<file path="config.mk">
export PLATFORM = sky130hd
export DESIGN_NAME = pc_fetch
export DESIGN_NICKNAME = d
export VERILOG_FILES = /design/src/rtl/pc_fetch.sv
export SDC_FILE = /design/constraint.sdc
export NUM_CORES = 1
export LEC_CHECK = 0
export ABC_CLOCK_PERIOD_IN_PS = 2560
export CAP_MARGIN = 20
export CORE_MARGIN = 2
export CORE_UTILIZATION = 35
export DETAILED_ROUTE_END_ITERATION = 6
export HOLD_SLACK_MARGIN = 0.05
export PLACE_DENSITY = 0.68
export SYNTH_ARGS = -nofsm -noshare
export SYNTH_HDL_FRONTEND = slang
export SYNTH_SLANG_ARGS = --single-unit
</file>
<file path="constraint.sdc">
create_clock -name clk -period 2.56 [get_ports clk]
set_input_delay 0.256 -clock clk [delete_from_list [all_inputs] [get_ports clk]]
set_output_delay 0.256 -clock clk [all_outputs]
set_load 0.05 [all_outputs]
</file>
<file path="src/rtl/pc_fetch.sv">
// -----------------------------------------------------------------------------
// pc_fetch
// -----------------------------------------------------------------------------
// Program-counter register and instruction-fetch sequencer for the multi-cycle
// MIPS core.
//
// The block holds the architectural PC and issues one word fetch per
// instruction to instruction memory. It latches the returned word into the
// instruction register (IR). When control commits, it loads the next PC
// produced by the next-PC logic. `pc` feeds that logic, and `npc_in` is its
// result.
//
// Parameters
//   RESET_PC     PC value loaded on reset.
//
// Ports
//   clk          single clock, rising-edge active
//   rst          synchronous, active-high reset
//   npc_in       next PC from the next-PC logic
//   pc_we        commit strobe; honoured only while an instruction is held
//   imem_req     fetch request to instruction memory
//   imem_addr    fetch byte address (always equals pc)
//   imem_ack     memory response strobe
//   imem_rdata   instruction word, valid with imem_ack
//   pc           current PC
//   instr        instruction register contents
//   instr_valid  IR holds the instruction at pc
//   addr_err     PC was loaded with a non-word-aligned value (sticky to reset)
//   retire_cnt   committed-instruction count, wraps modulo 2^32
//   dbg_state    current FSM state code, for observation only
//
// Memory handshake
//   imem_req is the request-valid and imem_ack is the response-ready/accept.
//   While imem_req=1, imem_addr is held constant until the cycle in which
//   imem_ack=1 is sampled. That edge completes the transfer: imem_rdata is
//   captured and imem_req drops on the following cycle. An ack sampled while
//   imem_req=0 is not part of any transfer and has no effect. The request is
//   never withdrawn before ack except by rst.
// -----------------------------------------------------------------------------
module pc_fetch #(
  parameter logic [31:0] RESET_PC = 32'h0000_3000
) (
  input  logic        clk,
  input  logic        rst,
  input  logic [31:0] npc_in,
  input  logic        pc_we,
  output logic        imem_req,
  output logic [31:0] imem_addr,
  input  logic        imem_ack,
  input  logic [31:0] imem_rdata,
  output logic [31:0] pc,
  output logic [31:0] instr,
  output logic        instr_valid,
  output logic        addr_err,
  output logic [31:0] retire_cnt,
  output logic [1:0]  dbg_state
);

  // ---------------------------------------------------------------------------
  // State encoding
  // ---------------------------------------------------------------------------
  localparam logic [1:0] S_BOOT  = 2'd0;  // one idle cycle out of reset
  localparam logic [1:0] S_FETCH = 2'd1;  // request outstanding, waiting on ack
  localparam logic [1:0] S_HOLD  = 2'd2;  // IR valid, waiting on commit
  localparam logic [1:0] S_ERR   = 2'd3;  // misaligned PC, parked until reset

  logic [1:0]  state;
  logic [1:0]  state_d;
  logic [31:0] pc_d;
  logic [31:0] instr_d;
  logic [31:0] retire_cnt_d;

  // Qualified events. The ack is accepted only while a request is actually
  // outstanding, and a commit is accepted only while an instruction is held.
  // Every other occurrence of these inputs is ignored.
  logic fetch_done;
  logic commit;
  logic npc_misaligned;

  assign fetch_done     = (state == S_FETCH) && imem_ack;
  assign commit         = (state == S_HOLD) && pc_we;
  assign npc_misaligned = (npc_in[1:0] != 2'b00);

  // ---------------------------------------------------------------------------
  // Next-state and datapath logic
  // ---------------------------------------------------------------------------
  always_comb begin
    state_d      = state;
    pc_d         = pc;
    instr_d      = instr;
    retire_cnt_d = retire_cnt;

    case (state)
      S_BOOT: begin
        state_d = S_FETCH;
      end

      S_FETCH: begin
        if (fetch_done) begin
          instr_d = imem_rdata;
          state_d = S_HOLD;
        end
      end

      S_HOLD: begin
        if (commit) begin
          pc_d = npc_in;
          // The commit that lands on a misaligned target still retires the
          // instruction that produced it, so it is counted here too.
          retire_cnt_d = retire_cnt + 32'd1;
          state_d      = npc_misaligned ? S_ERR : S_FETCH;
        end
      end

      S_ERR: begin
        // pc keeps the offending value so it can be inspected.
        state_d = S_ERR;
      end

      default: begin
        state_d = S_BOOT;
      end
    endcase
  end

  // ---------------------------------------------------------------------------
  // State registers
  // ---------------------------------------------------------------------------
  // Every register is written on every non-reset edge from its *_d value. The
  // hold case is expressed in the comb block, not by skipping the assignment.
  always_ff @(posedge clk) begin
    if (rst) begin
      state      <= S_BOOT;
      pc         <= RESET_PC;
      instr      <= 32'd0;
      retire_cnt <= 32'd0;
    end else begin
      state      <= state_d;
      pc         <= pc_d;
      instr      <= instr_d;
      retire_cnt <= retire_cnt_d;
    end
  end

  // ---------------------------------------------------------------------------
  // Outputs: registered state or pure state decodes, no input-to-output paths
  // ---------------------------------------------------------------------------
  assign imem_req    = (state == S_FETCH);
  assign imem_addr   = pc;
  assign instr_valid = (state == S_HOLD);
  // S_ERR can only be left through reset, so decoding it gives the sticky flag.
  assign addr_err    = (state == S_ERR);
  assign dbg_state   = state;

endmodule

</file>
## Yosys cells after proc, flatten, opt, wreduce, memory -nomap -nowiden

Index checks and enable logic that the tools add are counted.

| storage, ports and cells | value |
|---|---|
| flip-flop bits (word level) | 98 |
| input bits | 68 |
| output and inout port bits | 133 |
| logic and storage cells | 21 |

| cells by class | value |
|---|---|
| add/sub/neg operators | 1 |
| eq/ne operators | 5 |
| multiplexer cells | 4 |
| reductions and logical operators | 7 |

Operator list:

| cell | count |
|---|---|
| $add 32x1->32 const B | 1 |
| $pmux 2 s4 | 1 |
| $mux 2 | 3 |
| $reduce_and 2->1 | 3 |
| $eq 2x2->1 const B | 2 |
| $ne 2x1->1 const B | 2 |
| $eq 2x1->1 const B | 1 |
| $logic_and 1x1->1 | 2 |
| $logic_not 2->1 | 1 |
| $reduce_bool 2->1 | 1 |

## Longest topological paths before layout

Gate-level depths: netlist of run 1.

| logic depth | value |
|---|---|
| depth in word-level cells | 4 |
| gate-level depth with buffers | 6 |
| gate-level depth less buffers | 5 |

## Worst setup path after synthesis of run 1

No wires, ideal clock.

| timing | value |
|---|---|
| path type | register to register |
| from | reg retire_cnt[5] |
| to | reg retire_cnt[31] |
| data arrival time | 2.185 ns |
| path slack | 0.254 ns |
| cell stages (with the launch flop) | 6 |
| clock period less this slack | 2.306 ns |
| cells stage by stage | dfxtp_1 > nand4_2 > or4_1 > buf_2 > nor4_1 > mux2_2 |

| between the ends | value |
|---|---|
| longest elaborated chain between the ends | 1 |

RTL lines:

| element | line | RTL |
|---|---|---|
| from (decl) | 55 | `output logic [31:0] retire_cnt,` |
| from (signal assigned) | 141 | `retire_cnt <= retire_cnt_d;` |
| $add 32x1->32 | 110 | `retire_cnt_d = retire_cnt + 32'd1;` |

Every way passes these cells.
A chain may end at the register's enable or synchronous reset.

## Final worst setup path of run 1

| timing | value |
|---|---|
| from | reg state[1] (netlist: dbg_state[1]) |
| to | out instr_valid |

| between the ends | value |
|---|---|
| longest elaborated chain between the ends | 1 |

RTL lines:

| element | line | RTL |
|---|---|---|
| from (decl) | 67 | `logic [1:0] state;` |
| from (signal assigned) | 138 | `state <= state_d;` |
| $eq 2x2->1 | 150 | `assign instr_valid = (state == S_HOLD);` |
| to (decl) | 53 | `output logic instr_valid,` |

Every way passes these cells.

==> summary.md, run 1 <==
| Metric | Value |
|---|---|
| Status | complete, no violations |
| Hold Path End | instr[21] |
| DP HPWL | 8560 um |
| Highest clock rate | 462 MHz |
| Die ar. | approximately 13000 um2 |
| Post-synth EDFFs | 0 |
| Crit path largest cell delay | 840 ps |
| Post-Route WL | approximately 12000 um |
| Max Cap Violations | 0 |
| Root Driver | clkbuf_16 |
| Largest net degree at the start of global routing | 72 |
| Kind of critical path | reg2out |
| Syn nets | between 500 and 600 |
| Sequential share of power | a little under half |
| CTS tree | built |
| Area grow syn2layout | 52.5% |
| Tot GR Track Use | 18.4% |
| Power per cell area | around 550 nW/um2 |
| Net Sw Frac | between 20 and 30% |
| Final core utilization | approximately 55% |
| IO Count | 201 |
| Vias after detailed routing | slightly above 4000 |
| Clock Tree Buf Depth | 2 |
| Fin Setup TNS | 0 ps |
| RePlAce Congestion | just over 0.8 |
| FFs w/ async S/R, synth | 0% |
| H-tree depth | 3 |
| Combinational share of power | between 10% and 20% |
| Crit-path cells | nor2b_1 > clkdlybuf4s50_1 |
| Routed len/inst | 14.7 um |
| Yosys top cell area share | a little under half |
| Clk Latency, worst-skew pair | between 300 and 400 ps |
| Fin. Hold Viols | 0 |
| Core Region | 11400 um2 |
| WHS Path Cells | 2 |
| Post-CTS resize count | 0 |
| Lkg Pwr | roughly 2.1 nW |
| Crit path launch type | flop |
| FF-to-FF Start | retire_cnt[4] |
| Number of diodes | 0 |
| Final Power | around 0.0034 W |
| Clock transition at the registers of the reported paths | ~60 ps |
| Clock Skews | 6.95 ps |
| Top_reg_cell synth | dfxtp_1 |
| Area of the mapped netlist | 4090 um2 |
| Sequential fraction of the synthesis area | 47.9% |
| Post-synthesis cell count | just over 500 |
| Starting Density | 35.8% |
| Largest cells by area after synthesis | dfxtp_1, nand2_1, a21oi_1 |
| R2R Path End | retire_cnt[31] |
| Worst hold path type | reg2reg |
| Psw | ~0.0009 W |
| Final Max Tran Viols | 0 |
| Port Buffer Count | 200 |
| Final Cycle Share | a little over four fifths |
| Seq cells post-synth | 98 |
| Routed Antenna Nets | 0 |
| RSZ-0062 raised after global routing | no |
| Clock buffers created by TritonCTS | 9 |
| Hold Startpoint | instr[21] |
| Yosys warns | 0 |
| Post-Route M1 WL | 5020 um |
| Mean Syn Cell Area | 8.10 um2 |
| Crit path max fanout | 9 |
| Post-synth cell types | 37 |
| Slowest cell on crit path | clkdlybuf4s50_1 |
| DRT iter0 DRCs | about 190 |
| Rows | 39 |
| Max Used Layer | met4 |
| R2R depth | 4 |
| Vias per inst | 5.02 |
| Clock Power Share | 38.1% |
| Share of layout cells above drive strength 1 | 5.27% |
| Data required, critical path | between 2000 and 2500 ps |
| Antenna violations before repair | 0 |
| First-pass GRT wire length | ~19000 um |
| Remaining Overflow, GRT | 0 |
| Final min period | around 2200 ps |
| Sink Count | 98 |
| DIE HEIGHT | approximately 110 um |
| Max_slew headroom | a little under 50% |
| Drt first pass iters | 5 |
| Least-Margin Pin Slew | ~770 ps |
| Vias in the first global route | 3858 |
| Die X | between 100 and 150 um |
| Critical Path AT | 1910 ps |
| Internal power | 0.00251 W |
| Yosys top cell by area | dfxtp_1 |
| # nets final | 728 |
| # hold bufs at CTS | 0 |
| Max rail drop VDD | between 0.3 and 0.4 mV |
| Critical Path End Type | primary output |
| DR WL met3 | approximately 1000 um |
| # setup viols final | 0 |
| Met2 routed WL | 5590 um |
| R2R Setup Slk | approximately 400 ps |
| DRC viols | 0 |
| Postcts setup bufs | 0 |
==> registers in the layout (all words and copies together) (netlist names) <==
signal and cells:
imem_addr 32, instr 32, retire_cnt 32, dbg_state 2
==> synthesized netlist by cell type (6+ instances only) <==
cell type	number
dfxtp_1	98
nor2_1	14
xor2_1	6
clkbuf_1	24
buf_4	32
or4_1	16
a21oi_1	81
o21ai_0	6
nand4_1	9
nand2_1	143
o31ai_1	11
nand3_1	8
or3_1	7
==> cells in the final DEF (no fill, tap or decap), drive strengths merged, types with 7 or more instances in the layout <==
cell and count:
or4 17, clkdlybuf4s50 199, nor2 14, clkbuf 12
nand3 8, o31ai 11, dfxtp 98, nand4 11
nand2 143, or3 7, a21oi 81
==> through the flow <==
stage / worst slack [ps] / hold slack (ps) / instances / cell area, um2
after floorplan: 254 / 380 / 505 / 4090
after global placement: 259 / 442 / 791 / 5950
after detailed placement: 223 / 447 / 791 / 5950
after CTS: 364 / 450 / 807 / 6240
after global routing: 220 / 469 / 807 / 6240
final: 396 / 453 / 807 / 6240
==> worst max-delay path by stage <==
stage / to / slack (ps) / from
2_1_floorplan: retire_cnt[31] / 250 / retire_cnt[5]
3_3_place_gp: retire_cnt[22] / 260 / pc_we
3_5_place_dp: retire_cnt[20] / 220 / pc_we
4_1_cts: instr_valid / 360 / dbg_state[1]
5_1_grt: retire_cnt[31] / 220 / retire_cnt[4]
6_report: instr_valid / 400 / dbg_state[1]
==> cell families after synthesis <==
| family | synth area share (%) |
|---|---|
| AND/OR/NAND/NOR | 26.0 |
| XOR/XNOR | 1.93 |
| buffers and inverters | 9.20 |
| flip-flops | 47.9 |
| multiplexers | 1.10 |
| adder cells (fa/ha/maj) | 0.306 |
| AO/OA/AOI/OAI | 13.5 |
==> power by group through the flow <==
stage          combinational [W]  sequential [W]  clock, W
2_1_floorplan           0.000173         0.00176         0
3_3_place_gp            0.000526         0.00163         0
3_5_place_dp            0.000530         0.00163         0
4_1_cts                 0.000532         0.00159   0.00134
5_1_grt                 0.000557         0.00160   0.00140
6_report                0.000528         0.00159   0.00131
==> area by class of cell <==
type                            count  area, um2
Fill cell                        1037       5180
Timing Repair Buffer              205       2040
Sequential cell                    98       1960
Multi-Input combinational cell    341       1760
Clock buffer                       12        267
Tap cell                          143        179
Clock inverter                      4       25.0
Inverter                            4       15.0
==> worst max-delay path, delay by kind of cell (launching register included) <==
kind                   cells  cell delay (ps)
AND/OR/NAND/NOR            1              210
flip-flops                 1              510
buffers and inverters      1              840
==> layer usage <==
layer  up-vias  track usage, %
met4         0            7.24
met3        21            6.26
met1      1876            21.4
met5         -               0
met2       167            31.2
li1       1990               -
Note: power is estimated with default switching activity, not from simulation.
==> run 2, diff against run 1 <==
- ABC_CLOCK_PERIOD_IN_PS: 2560 -> 1800
- PLACE_DENSITY: 0.68 -> 0.71
- clock period: 2.56 -> 1.8 ns (I/O delays scaled with it)
==> summary.md, run 2 (synthesis gave the netlist of run 1 again) <==
| Metric | Value |
|---|---|
| Critical Path End Type | flop |
| Lkg Pwr | 2.43 nW (+16%) |
| First-pass GRT wire length | 19300 um (+1.6%) |
| DRC viols | 0 (unchanged) |
| CTS tree | built |
| Crit path launch type | flop |
| Clock transition at the registers of the reported paths | 70 ps (about the same) |
| Commonest non-fill, non-tap cell in the layout | clkdlybuf4s50_1 |
| H-tree depth | 3 (unchanged) |
| FF/Latch Area | 2050 um2 (+4.7%) |
| Tot GR Track Use | 18.7% (+0.28 points) |
| Rows | 39 (unchanged) |
| Vias after detailed routing | 4146 (+2.3%) |
| Port Buffer Count | 200 (unchanged) |
| Post-Route WL | 12200 um (+2.9%) |
| Max rail drop VDD | 0.505 mV (+61%) |
| DRT iter0 DRCs | 175 (-8.9%) |
| Final core utilization | 58.1% (+3.5 points) |
| Routed Antenna Nets | 0 (unchanged) |
| # nets final | 752 (+3.3%) |
| Clock buffers created by TritonCTS | 9 (unchanged) |
| Highest clock rate | roughly 550 MHz |
| Least-Margin Pin Slew | 608 ps (-157 ps) |
| Share of layout cells above drive strength 1 | 16.3% (+11 points) |
| Data required, critical path | 2060 ps (-240 ps) |
| DIE HEIGHT | 112 um (unchanged) |
| Clock Skews | 6.47 ps (-0.484 ps) |
| Layout fillers | 1040 (+0.29%) |
| Status | finished, violations left |
| Largest net degree at the start of global routing | 44 (-39%) |
| Drt first pass iters | 5 (unchanged) |
| Number of diodes | 0 (unchanged) |
| # setup viols final | 3 (+3) |
| Die X | 112 um (unchanged) |
| Placed inst area | 6250 um2 (+5.1%) |
| Root Driver | clkbuf_16 |
| Die ar. | 12600 um2 (unchanged) |
| Clock Tree Buf Depth | 2 (unchanged) |
| Clk Latency, worst-skew pair | 340 ps (about the same) |
| Final instance area | 6640 um2 (+6.4%) |
| Final Power | 0.00483 W (+41%) |
| Post-route setup slack | -9.15 ps (-405 ps) |
| Starting Density | 35.8% (unchanged) |
| Core Region | 11400 um2 (unchanged) |
| Critical Path AT | 2070 ps (+160 ps) |
| Antenna violations before repair | 0 (unchanged) |
| RePlAce Congestion | 0.789 (-4.8%) |
| Final Cycle Share | 101% |
| Sink Count | 98 (unchanged) |
| IO Count | 201 (unchanged) |
| Area grow syn2layout | 62.2% |
| Crit path max fanout | 7 (-2) |
| Max Cap Violations | 0 (unchanged) |
| Fin. Hold Viols | 0 (unchanged) |
| Max_slew headroom | 59.5% (+10 points) |
| Most frequent cells in the layout | clkdlybuf4s50_1, nand2_1, a21oi_1, dfxtp_1, buf_4 |
| Remaining Overflow, GRT | 0 (unchanged) |
| Final min period | 1810 ps |
| Vias per inst | 4.99 (-0.68%) |
| Multi-input logic area | 1920 um2 (+9.3%) |
| Failing checks | negative setup slack |
| DP HPWL | 8910 um (+4.0%) |
| Power per cell area | 727 nW/um2 (+32%) |
| Vias in the first global route | 3931 (+1.9%) |
| Routed len/inst | 14.7 um (-0.11%) |
| Final Max Tran Viols | 0 (unchanged) |
| Worst hold path type | in2reg |
| Kind of critical path | reg2reg |
| RSZ-0062 raised after global routing | yes |
-- run 2: report_power, final --
part	leakage (nW)	total (W)	switching (W)	internal [W]
sequential	0.814	0.00223	0.0000353	0.00219
clock	0.143	0.00183	0.000776	0.00105
combinational	1.48	0.000769	0.000463	0.000307
total	2.43	0.00483	0.00127	0.00355
-- run 2: repair_timing --
item                                    4_1_cts  5_1_grt
hold buffers                                  0        0
cloned                                        1        1
gates resized for setup                      10       11
pin swaps                                     4        4
endpoints found under the setup margin       10       23
buffers inserted                              2        0
-- run 2: worst max-delay path, stage by stage (launching register included) --
cell      delay (ps)
dfxtp_4          340
nand3b_4         180
or4_4            600
or4_1            480
a21oi_1          130
-- run 2: metal layers --
layer | global-route usage (%) | vias up | routed length [um]
li1 | - | 2052 | -
met1 | 22.0 | 1949 | 4980
met2 | 32.1 | 132 | 6150
met3 | 6.16 | 13 | 951
met4 | 6.34 | 0 | 156
met5 | 0 | - | 0
-- run 2: final cells by class --
cell class / instances / area share (%)
inverters: 4 / 0.226
clock inverters: 2 / 0.170
well taps: 143 / 2.70
flip-flops and latches: 98 / 31.0
repair buffers: 227 / 32.9
multi-input cells: 343 / 28.9
clock buffers: 14 / 4.13
-- run 2: path summary, 6_finish.rpt --
path / start / end / slack, ps / depth (start not counted)
worst min-delay path: rst / retire_cnt[24] / 160 / 2
worst max register to register: dbg_state[0] / retire_cnt[20] / -9 / 4
worst min register to register: instr[30] / instr[30] / 460 / 2
worst max-delay path: dbg_state[0] / retire_cnt[20] / -9 / 4
-- run 2: per-stage QoR --
stage	instances	hold WS [ps]	setup WS [ps]	setup TNS (ps)
CTS	830	145	-22.0	-71.1
floorplan	505	304	-82.7	-435
detailed placement	811	449	-460	-7180
global placement	811	441	-448	-6470
global route	831	167	-92.4	-431
finish	831	158	-9.15	-20.3
